### config.mk
export PLATFORM = sky130hd
export DESIGN_NAME = sha256_wb_dma
export DESIGN_NICKNAME = d
export VERILOG_FILES = /design/src/rtl/sha256_wb_dma.sv
export SDC_FILE = /design/constraint.sdc
export NUM_CORES = 2
export LEC_CHECK = 0
export ABC_AREA = 1
export BUFFER_PORTS_ARGS = -buffer_cell sky130_fd_sc_hd__buf_2
export CAP_MARGIN = 20
export CORE_AREA = 2 2 645 647
export CTS_CLUSTER_SIZE = 20
export DETAILED_ROUTE_END_ITERATION = 12
export DIE_AREA = 0 0 647 649
export GPL_TIMING_DRIVEN = 0
export PLACE_DENSITY_LB_ADDON = 0.15
export SLEW_MARGIN = 20
export SYNTH_ARGS = -nofsm -noshare
export SYNTH_HDL_FRONTEND = slang
export SYNTH_SLANG_ARGS = --single-unit
### constraint.sdc
create_clock -name wb_clk_i -period 2.7 [get_ports wb_clk_i]
set_clock_uncertainty 0.1 [all_clocks]
set_input_delay 0.54 -clock wb_clk_i [delete_from_list [all_inputs] [get_ports wb_clk_i]]
set_output_delay 0.54 -clock wb_clk_i [all_outputs]
set_load 0.01 [all_outputs]
### src/rtl/sha256_wb_dma.sv
// Wishbone B3 read master feeding 512-bit blocks into a SHA-256 core.
// Define SHA256_WB_DMA_BURST_EN for incrementing-burst fetches.
module sha256_wb_dma #(
    parameter int NBLK_W = 16,
    parameter int ADR_W  = 32
) (
    input  logic              wb_clk_i,
    input  logic              wb_rst_ni,
    input  logic              start_i,
    input  logic [ADR_W-1:0]  src_addr_i,
    input  logic [NBLK_W-1:0] nblocks_i,
    input  logic              use_iv_i,
    input  logic [255:0]      seed_state_i,
    output logic              busy_o,
    output logic              done_o,
    output logic              err_o,
    output logic [255:0]      digest_o,
    output logic [ADR_W-1:0]  wbm_adr_o,
    input  logic [31:0]       wbm_dat_i,
    output logic [3:0]        wbm_sel_o,
    output logic              wbm_we_o,
    output logic [2:0]        wbm_cti_o,
    output logic [1:0]        wbm_bte_o,
    output logic              wbm_cyc_o,
    output logic              wbm_stb_o,
    input  logic              wbm_ack_i,
    input  logic              wbm_err_i,
    output logic              core_load_o,
    output logic [511:0]      core_data_o,
    output logic [255:0]      core_state_o,
    input  logic              core_busy_i,
    input  logic [255:0]      core_state_i
);

    localparam logic [255:0] IV =
        256'h6a09e667bb67ae853c6ef372a54ff53a510e527f9b05688c1f83d9ab5be0cd19;
    localparam logic [ADR_W-1:0] STEP = ADR_W'(4);

    typedef enum logic [2:0] {
        IDLE, FETCH, LOAD, WAIT_BUSY, WAIT_DONE, FINISH
    } state_t;

    state_t            state, state_n;
    logic [ADR_W-1:0]  addr;
    logic [NBLK_W-1:0] cnt;
    logic [3:0]        beat;
    logic [511:0]      data;
    logic [255:0]      chain, digest;
    logic              err, busy, done, cyc, cyc_n, load;
    logic              beat_ack, beat_err, last_beat, nb_zero, last_blk;

    assign beat_ack  = cyc & wbm_ack_i & ~wbm_err_i;
    assign beat_err  = cyc & wbm_err_i;
    assign last_beat = (beat == 4'hf);
    assign nb_zero   = (nblocks_i == '0);
    assign last_blk  = (cnt == NBLK_W'(1));

    always_comb begin
        state_n = state;
        cyc_n   = 1'b0;
        unique case (state)
            IDLE: begin
                if (start_i) begin
                    state_n = nb_zero ? FINISH : FETCH;
                    cyc_n   = ~nb_zero;
                end
            end
            FETCH: begin
                if (beat_err) begin
                    state_n = FINISH;
                end else if (beat_ack) begin
`ifdef SHA256_WB_DMA_BURST_EN
                    cyc_n = ~last_beat;
`else
                    cyc_n = 1'b0;
`endif
                    if (last_beat) state_n = LOAD;
                end else begin
                    // also re-raises the strobe after a classic-cycle gap
                    cyc_n = 1'b1;
                end
            end
            LOAD:      state_n = WAIT_BUSY;
            WAIT_BUSY: if (core_busy_i) state_n = WAIT_DONE;
            WAIT_DONE: begin
                if (!core_busy_i) begin
                    state_n = last_blk ? FINISH : FETCH;
                    cyc_n   = ~last_blk;
                end
            end
            FINISH:    state_n = IDLE;
            default:   state_n = IDLE;
        endcase
    end

    always_ff @(posedge wb_clk_i or negedge wb_rst_ni) begin
        if (!wb_rst_ni) begin
            state <= IDLE;
            cyc   <= 1'b0;
            load  <= 1'b0;
            busy  <= 1'b0;
            done  <= 1'b0;
        end else begin
            state <= state_n;
            cyc   <= cyc_n;
            load  <= (state_n == LOAD) || (state_n == WAIT_BUSY);
            busy  <= (state_n != IDLE);
            done  <= (state_n == FINISH);
        end
    end

    always_ff @(posedge wb_clk_i or negedge wb_rst_ni) begin
        if (!wb_rst_ni) begin
            addr   <= '0;
            cnt    <= '0;
            beat   <= '0;
            data   <= '0;
            chain  <= '0;
            digest <= '0;
            err    <= 1'b0;
        end else begin
            unique case (state)
                IDLE: begin
                    if (start_i) begin
                        addr  <= {src_addr_i[ADR_W-1:2], 2'b00};
                        cnt   <= nblocks_i;
                        beat  <= '0;
                        err   <= 1'b0;
                        chain <= use_iv_i ? IV : seed_state_i;
                        if (nb_zero) digest <= use_iv_i ? IV : seed_state_i;
                    end
                end
                FETCH: begin
                    if (beat_err) begin
                        err <= 1'b1;
                    end else if (beat_ack) begin
                        data[{~beat, 5'h1f} -: 32] <= wbm_dat_i;
                        addr <= addr + STEP;
                        beat <= beat + 4'd1;
                    end
                end
                WAIT_DONE: begin
                    if (!core_busy_i) begin
                        digest <= core_state_i;
                        chain  <= core_state_i;
                        cnt    <= cnt - NBLK_W'(1);
                    end
                end
                default: ;
            endcase
        end
    end

    assign busy_o       = busy;
    assign done_o       = done;
    assign err_o        = err;
    assign digest_o     = digest;
    assign wbm_adr_o    = addr;
    assign wbm_sel_o    = 4'hf;
    assign wbm_we_o     = 1'b0;
    assign wbm_bte_o    = 2'b00;
    assign wbm_cyc_o    = cyc;
    assign wbm_stb_o    = cyc;
    assign core_load_o  = load;
    assign core_data_o  = data;
    assign core_state_o = chain;
`ifdef SHA256_WB_DMA_BURST_EN
    assign wbm_cti_o = !cyc ? 3'b000 : (last_beat ? 3'b111 : 3'b010);
`else
    assign wbm_cti_o = 3'b000;
`endif

endmodule

== Word level (Yosys, flattened, before mapping) ==
Index checks and enable logic that the tools add are counted.

* Bits in registers: 1084
* Latch bits: 0
* RAM bits: 0
* Bits in read-only memories: 0
* Input port bits: 599
* Output and inout bits: 1072
* Word-level logic and storage cells: 88
* Memories: 0

* Add/subtract/negate cells: 4
* Multiply operators: 0
* Div/mod/pow operators: 0
* $lt $le $gt $ge: 0
* Eq/ne operators: 15
* Shift operators: 2
* Multiplexer cells: 36
* Bitwise logic cells: 8
* Reduce and logical (&&, ||, !) cells: 11

{| class="wikitable"
|+ Operators by type and width
! cell !! number
|-
| $mux W256 || 5
|-
| $pmux W256 S2 || 2
|-
| $shift A32 B11 Y543 const A || 1
|-
| $shiftx A32 B11 Y543 || 1
|-
| $bwmux W512 || 1
|-
| $mux W32 || 3
|-
| $pmux W32 S2 || 1
|-
| $add A32 B3 Y32 const B || 1
|-
| $mux W16 || 2
|-
| $pmux W16 S2 || 1
|-
| $mux W3 || 8
|-
| $eq A16 B1 Y1 const B || 1
|-
| $logic_not A16 Y1 || 1
|-
| $sub A16 B1 Y16 const B || 1
|-
| $pmux W3 S5 || 1
|-
| $eq A3 B2 Y1 const B || 4
|-
| $mux W4 || 3
|-
| $ne A2 B2 Y1 const B || 6
|-
| $neg A9 Y11 || 1
|-
| $reduce_and A3 Y1 || 3
|-
| $pmux W4 S2 || 1
|-
| $reduce_and A4 Y1 || 2
|-
| $eq A3 B3 Y1 const B || 2
|-
| $mux W1 || 6
|-
| 12 further kinds || 18
|}

== Logic depth before layout (Yosys ltp) ==
* Word-level depth: 7
* Gate-level depth with buffers: 10
* Depth with buffers taken out: 10

== Worst setup path after synthesis ==
OpenSTA, ideal clock, no wires.

* Path type: reg-to-reg
* Start: reg beat[0]
* End: reg data[228], in the netlist core_data_o[228]
* Setup time: 130 ps
* Arrival: 2015 ps
* Data required time: 2470 ps
* Path slack: 456 ps
* Cell stages (with the launch flop): 11
* Path buffers: 3
* Clock period less this slack: 2244 ps
* Cells stage by stage: dfrtp_1 inv_1 clkbuf_1 clkbuf_1 ha_1 inv_1 nor2_1 nand2_4 buf_2 nand2_1 o21ai_0

* Cells in the longest elaborated chain, start to end: 4
* Elaborated cells between the ends (all ways): 5
* Those cells by class: add/sub (1); shift (2); mux (1); bitwise (1)

{| class="wikitable"
|+ RTL lines
! item !! line !! source
|-
| from (decl) || 46 || <nowiki>logic [3:0] beat;</nowiki>
|-
| from (signal assigned) || 139 || <nowiki>beat <= beat + 4'd1;</nowiki>
|-
| $not A4 Y4 * || 137 || <nowiki>data[{~beat, 5'h1f} -: 32] <= wbm_dat_i;</nowiki>
|-
| $neg A9 Y11 * || 137 ||
|-
| $shiftx A32 B11 Y543 or $shift A32 B11 Y543 (tied branches) || 137 ||
|-
| $bwmux W512 * || 137 ||
|-
| to (signal, indexed assignment) || 137 ||
|-
| to (decl) || 47 || <nowiki>logic [511:0] data;</nowiki>
|}

Every way passes the cells marked *; elsewhere a longest branch is shown, timed or not.
A chain may end at the register's enable or synchronous reset.

== Final worst setup path ==
* Start: reg state[0]
* End: reg digest[182], in the netlist digest_o[182]

* Cells in the longest elaborated chain, start to end: 3
* Elaborated cells between the ends (all ways): 8
* Those cells by class: eq/ne (4); mux (1); reduce/logical (3)

{| class="wikitable"
|+ RTL lines
! item !! line !! source
|-
| from (decl) || 43 || <nowiki>state_t state, state_n;</nowiki>
|-
| from (signal assigned) || 104 || <nowiki>state <= state_n;</nowiki>
|-
| $eq A3 B3 Y1 or $logic_not A3 Y1 (tied branches) || 122 || <nowiki>unique case (state)</nowiki>
|-
| $ne A2 B2 Y1 (no line) or $reduce_bool A2 Y1 (tied branches) || - ||
|-
| $reduce_and A4 Y1 (no line) || - ||
|-
| to (signal assigned) || 130 || <nowiki>if (nb_zero) digest <= use_iv_i ? IV : seed_state_i;</nowiki>
|-
| to (signal assigned) || 144 || <nowiki>digest <= core_state_i;</nowiki>
|-
| to (decl) || 48 || <nowiki>logic [255:0] chain, digest;</nowiki>
|}

Several ways; a longest one is shown, not always the timed one.

==> qor.yml <==
grt_pass1_wl_mm: 488.1
async_reset_ff_share_pct: 100.0
syn_area_um2: 44790
slew_headroom_pct: 35.85
cp_slowest_cell: "dfrtp_1"
register_area_um2: 27080
tightest_slew_ns: 0.9587
fp-row-count: 236
core_area_um2: 412500
cts_tree: "done"
drv_slew: 0
hold_buffers: 386
drcViolationCount: 0
place_ws_ns: -1.058
root_buffer: "clkbuf_16"
ys_types: 36
clk_pin_slew_worst_paths_ns: 0.06
cp_max_fo: 10
die_area_um2: 419900
status: "complete, but fails checks"
gp_congestion: 0.9168
stdcell_count: 13002
ir_worst_vdd_v: 0.0005148
numCtsBuffers: 156
start_util_pct: 10.86
setup_viol_count_final: 0
clock-sinks: 1082
timing.hold.ws_ns: -0.4063
power.density_nw_per_um2: 1084
hold_path.class: "in2async"
hold_violations: 92
num-fill-cells: 47118
period_share_pct: 97.33
cp-startpoint: "state[0]"
grt_pass1_vias: 48826
slowest_delay_ns: 0.42
ios: 1671
antenna_found_initial: 103
synth_top_area_cell: "dfrtp_1"
p_leak_nw: 34.08
syn_avg_cell_area_um2: 8.719
synth_edf_count: 0
required_ns: 3.38
post_dp_cell_area_um2: 60360
ys.flop_type: "dfrtp_1"
critical_path_class: "reg2reg"
multi_input_area_um2: 15650
synth_area_leaders: "dfrtp_1, nand2_1, o21ai_0"
port_buffers: 1656
gr-total-overflow: 0
fin_ws_ns: 0.07216
die_y_um: 649
ys_warn_count: 0
cts.path.max_buffers: 4
rsz0062_at_grt: "true"
cp.arrival_ns: 3.31
viasPerCell: 3.617
place_hpwl_mm: 315.5
violations: "negative hold slack"
area_growth_pct: 56.44
die_x_um: 647
max_cap_viol_count: 0
synth_cells: 5137
drt_iter0_markers: 3016
dr.pass1.iters: 5
track_usage_pct: 17.33
yosysSeqAreaShare_pct: 60.45
layout.nets: 7975
startpoint_type: "flop"
clock_latency_ns: 0.85
route.vias.total: 47031
dp_cells: 12292
drive_gt1_share_pct: 29.76
endpoint_kind: "flop"
fin_area_um2: 70070
ant_nets: 0
timing.rr.start: "state[0]"
ys_seq_elements: 1082
synth_top_area_share_pct: 60.45
period_needed_ns: 2.628
wl_per_cell_um: 28.94
h-tree-depth: 4
path_cells: "inv_1, nand3_2, clkbuf_2, buf_12, clkbuf_2, nand2_1, o21ai_0, o21ai_0"
max_freq_mhz: 380.5
grt_start_max_net_pins: 111
wl_mm: 376.3
==> Yosys cell counts (2+ instances only) <==
| library cell | count |
|---|---|
| ha_1 | 9 |
| nand2_4 | 14 |
| a22oi_1 | 4 |
| buf_1 | 17 |
| nand3_1 | 242 |
| nor2_8 | 3 |
| xor2_1 | 8 |
| dfrtp_1 | 1082 |
| inv_1 | 189 |
| o21ai_0 | 842 |
| buf_4 | 17 |
| nand3_4 | 3 |
| clkbuf_1 | 171 |
| clkbuf_2 | 2 |
| nor2_1 | 276 |
| nor3_1 | 3 |
| conb_1 | 2 |
| o21ai_1 | 362 |
| a21oi_1 | 17 |
| nand4_1 | 6 |
| nand2_1 | 1708 |
| inv_2 | 4 |
| nand2_2 | 2 |
| xnor2_1 | 2 |
| o22ai_1 | 4 |
| buf_2 | 138 |
==> critical path, delay by kind of cell (launching register included) <==
kind                   cells  cell delay (ns)
DFF                        1             0.42
and+or+nand+nor            2             0.56
buffers and inverters      4             0.90
AOI/OAI and AO/OA          2             0.50
==> final cells by class <==
cell class | instances | share of cell area (%)
multi-input combinational | 3526 | 22.34
antenna | 46 | 0.1643
timing repair buffer | 2063 | 17.99
clock inverter | 47 | 1.016
tap | 5474 | 9.775
inverter | 194 | 1.054
clock buffer | 226 | 6.377
buffer | 344 | 2.641
sequential | 1082 | 38.64
==> registers in the layout (all words and copies together), names as in the netlist <==
register,cells
core_data_o,512
core_state_o,256
digest_o,256
wbm_adr_o,30
cnt,16
beat,4
state,3
busy_o,1
core_load_o,1
done_o,1
err_o,1
wbm_cyc_o,1
==> metal layers <==
layer  global-route usage (%)  vias up  routed length (um)
li1                         -    21294                   -
met3                    4.664      463               26120
met2                    33.49     1726              203000
met4                    6.861       66               17840
met1                    17.33    23482              128900
met5                        0        -                 392
==> stage by stage <==
stage	setup TNS [ns]	util, %	power, mW
2_1_floorplan	0	-	35.70
3_3_place_gp	-	14.54	54.60
3_5_place_dp	-677.84	14.63	54.65
4_1_cts	-0.04750	16.93	77.92
5_1_grt	-0.02452	16.97	80.42
6_report	0	16.99	75.93
==> logic make-up after synthesis <==
family | count (synthesis) | synth area share, %
AOI/OAI and AO/OA | 1234 | 13.85
xor gates and xnor gates | 10 | 0.1956
adders and majority gates | 9 | 0.2514
buffers and inverters | 539 | 5.056
DFF | 1082 | 60.45
other | 2 | 0.01677
and+or+nand+nor | 2261 | 20.18
==> cells in the final DEF, fill, tap and decap left out, drive strengths merged, types with 6 or more instances in the layout <==
master          n
nand4           6
clkinv         26
bufinv         13
dlygate4sd3   386
conb           12
clkbuf        408
dfrtp        1082
diode          46
nor2          281
nand3         246
nand2        1724
buf          1839
a21oi          17
inv           197
xor2            8
o21ai        1205
ha              9
==> path summary, 6_finish.rpt <==
kind | to | slack [ns] | cells after the start
setup / recovery | digest_o[182] | 0.07 | 8
hold / removal | core_data_o[456] | -0.41 | 1
setup reg to reg | digest_o[182] | 0.07 | 8
hold reg to reg | core_data_o[371] | 0.37 | 2
max in group asynchronous | core_state_o[142] | 0.34 | 5
min in group wb_clk_i | core_data_o[277] | 0.08 | 3
==> power breakdown <==
part	switching (mW)	internal, mW	total (mW)
clock network	8.81	12.8	21.6
logic	21.3	8.26	29.6
registers	3.47	21.3	24.8
total	33.6	42.4	75.9
==> timing repair <==
item,in CTS,in global routing
setup buffers,6,0
pin swaps,3,0
setup endpoints to repair,1022,281
endpoints found under the hold margin,619,92
gates resized for setup,150,71
(Power assumes the default switching activity.)
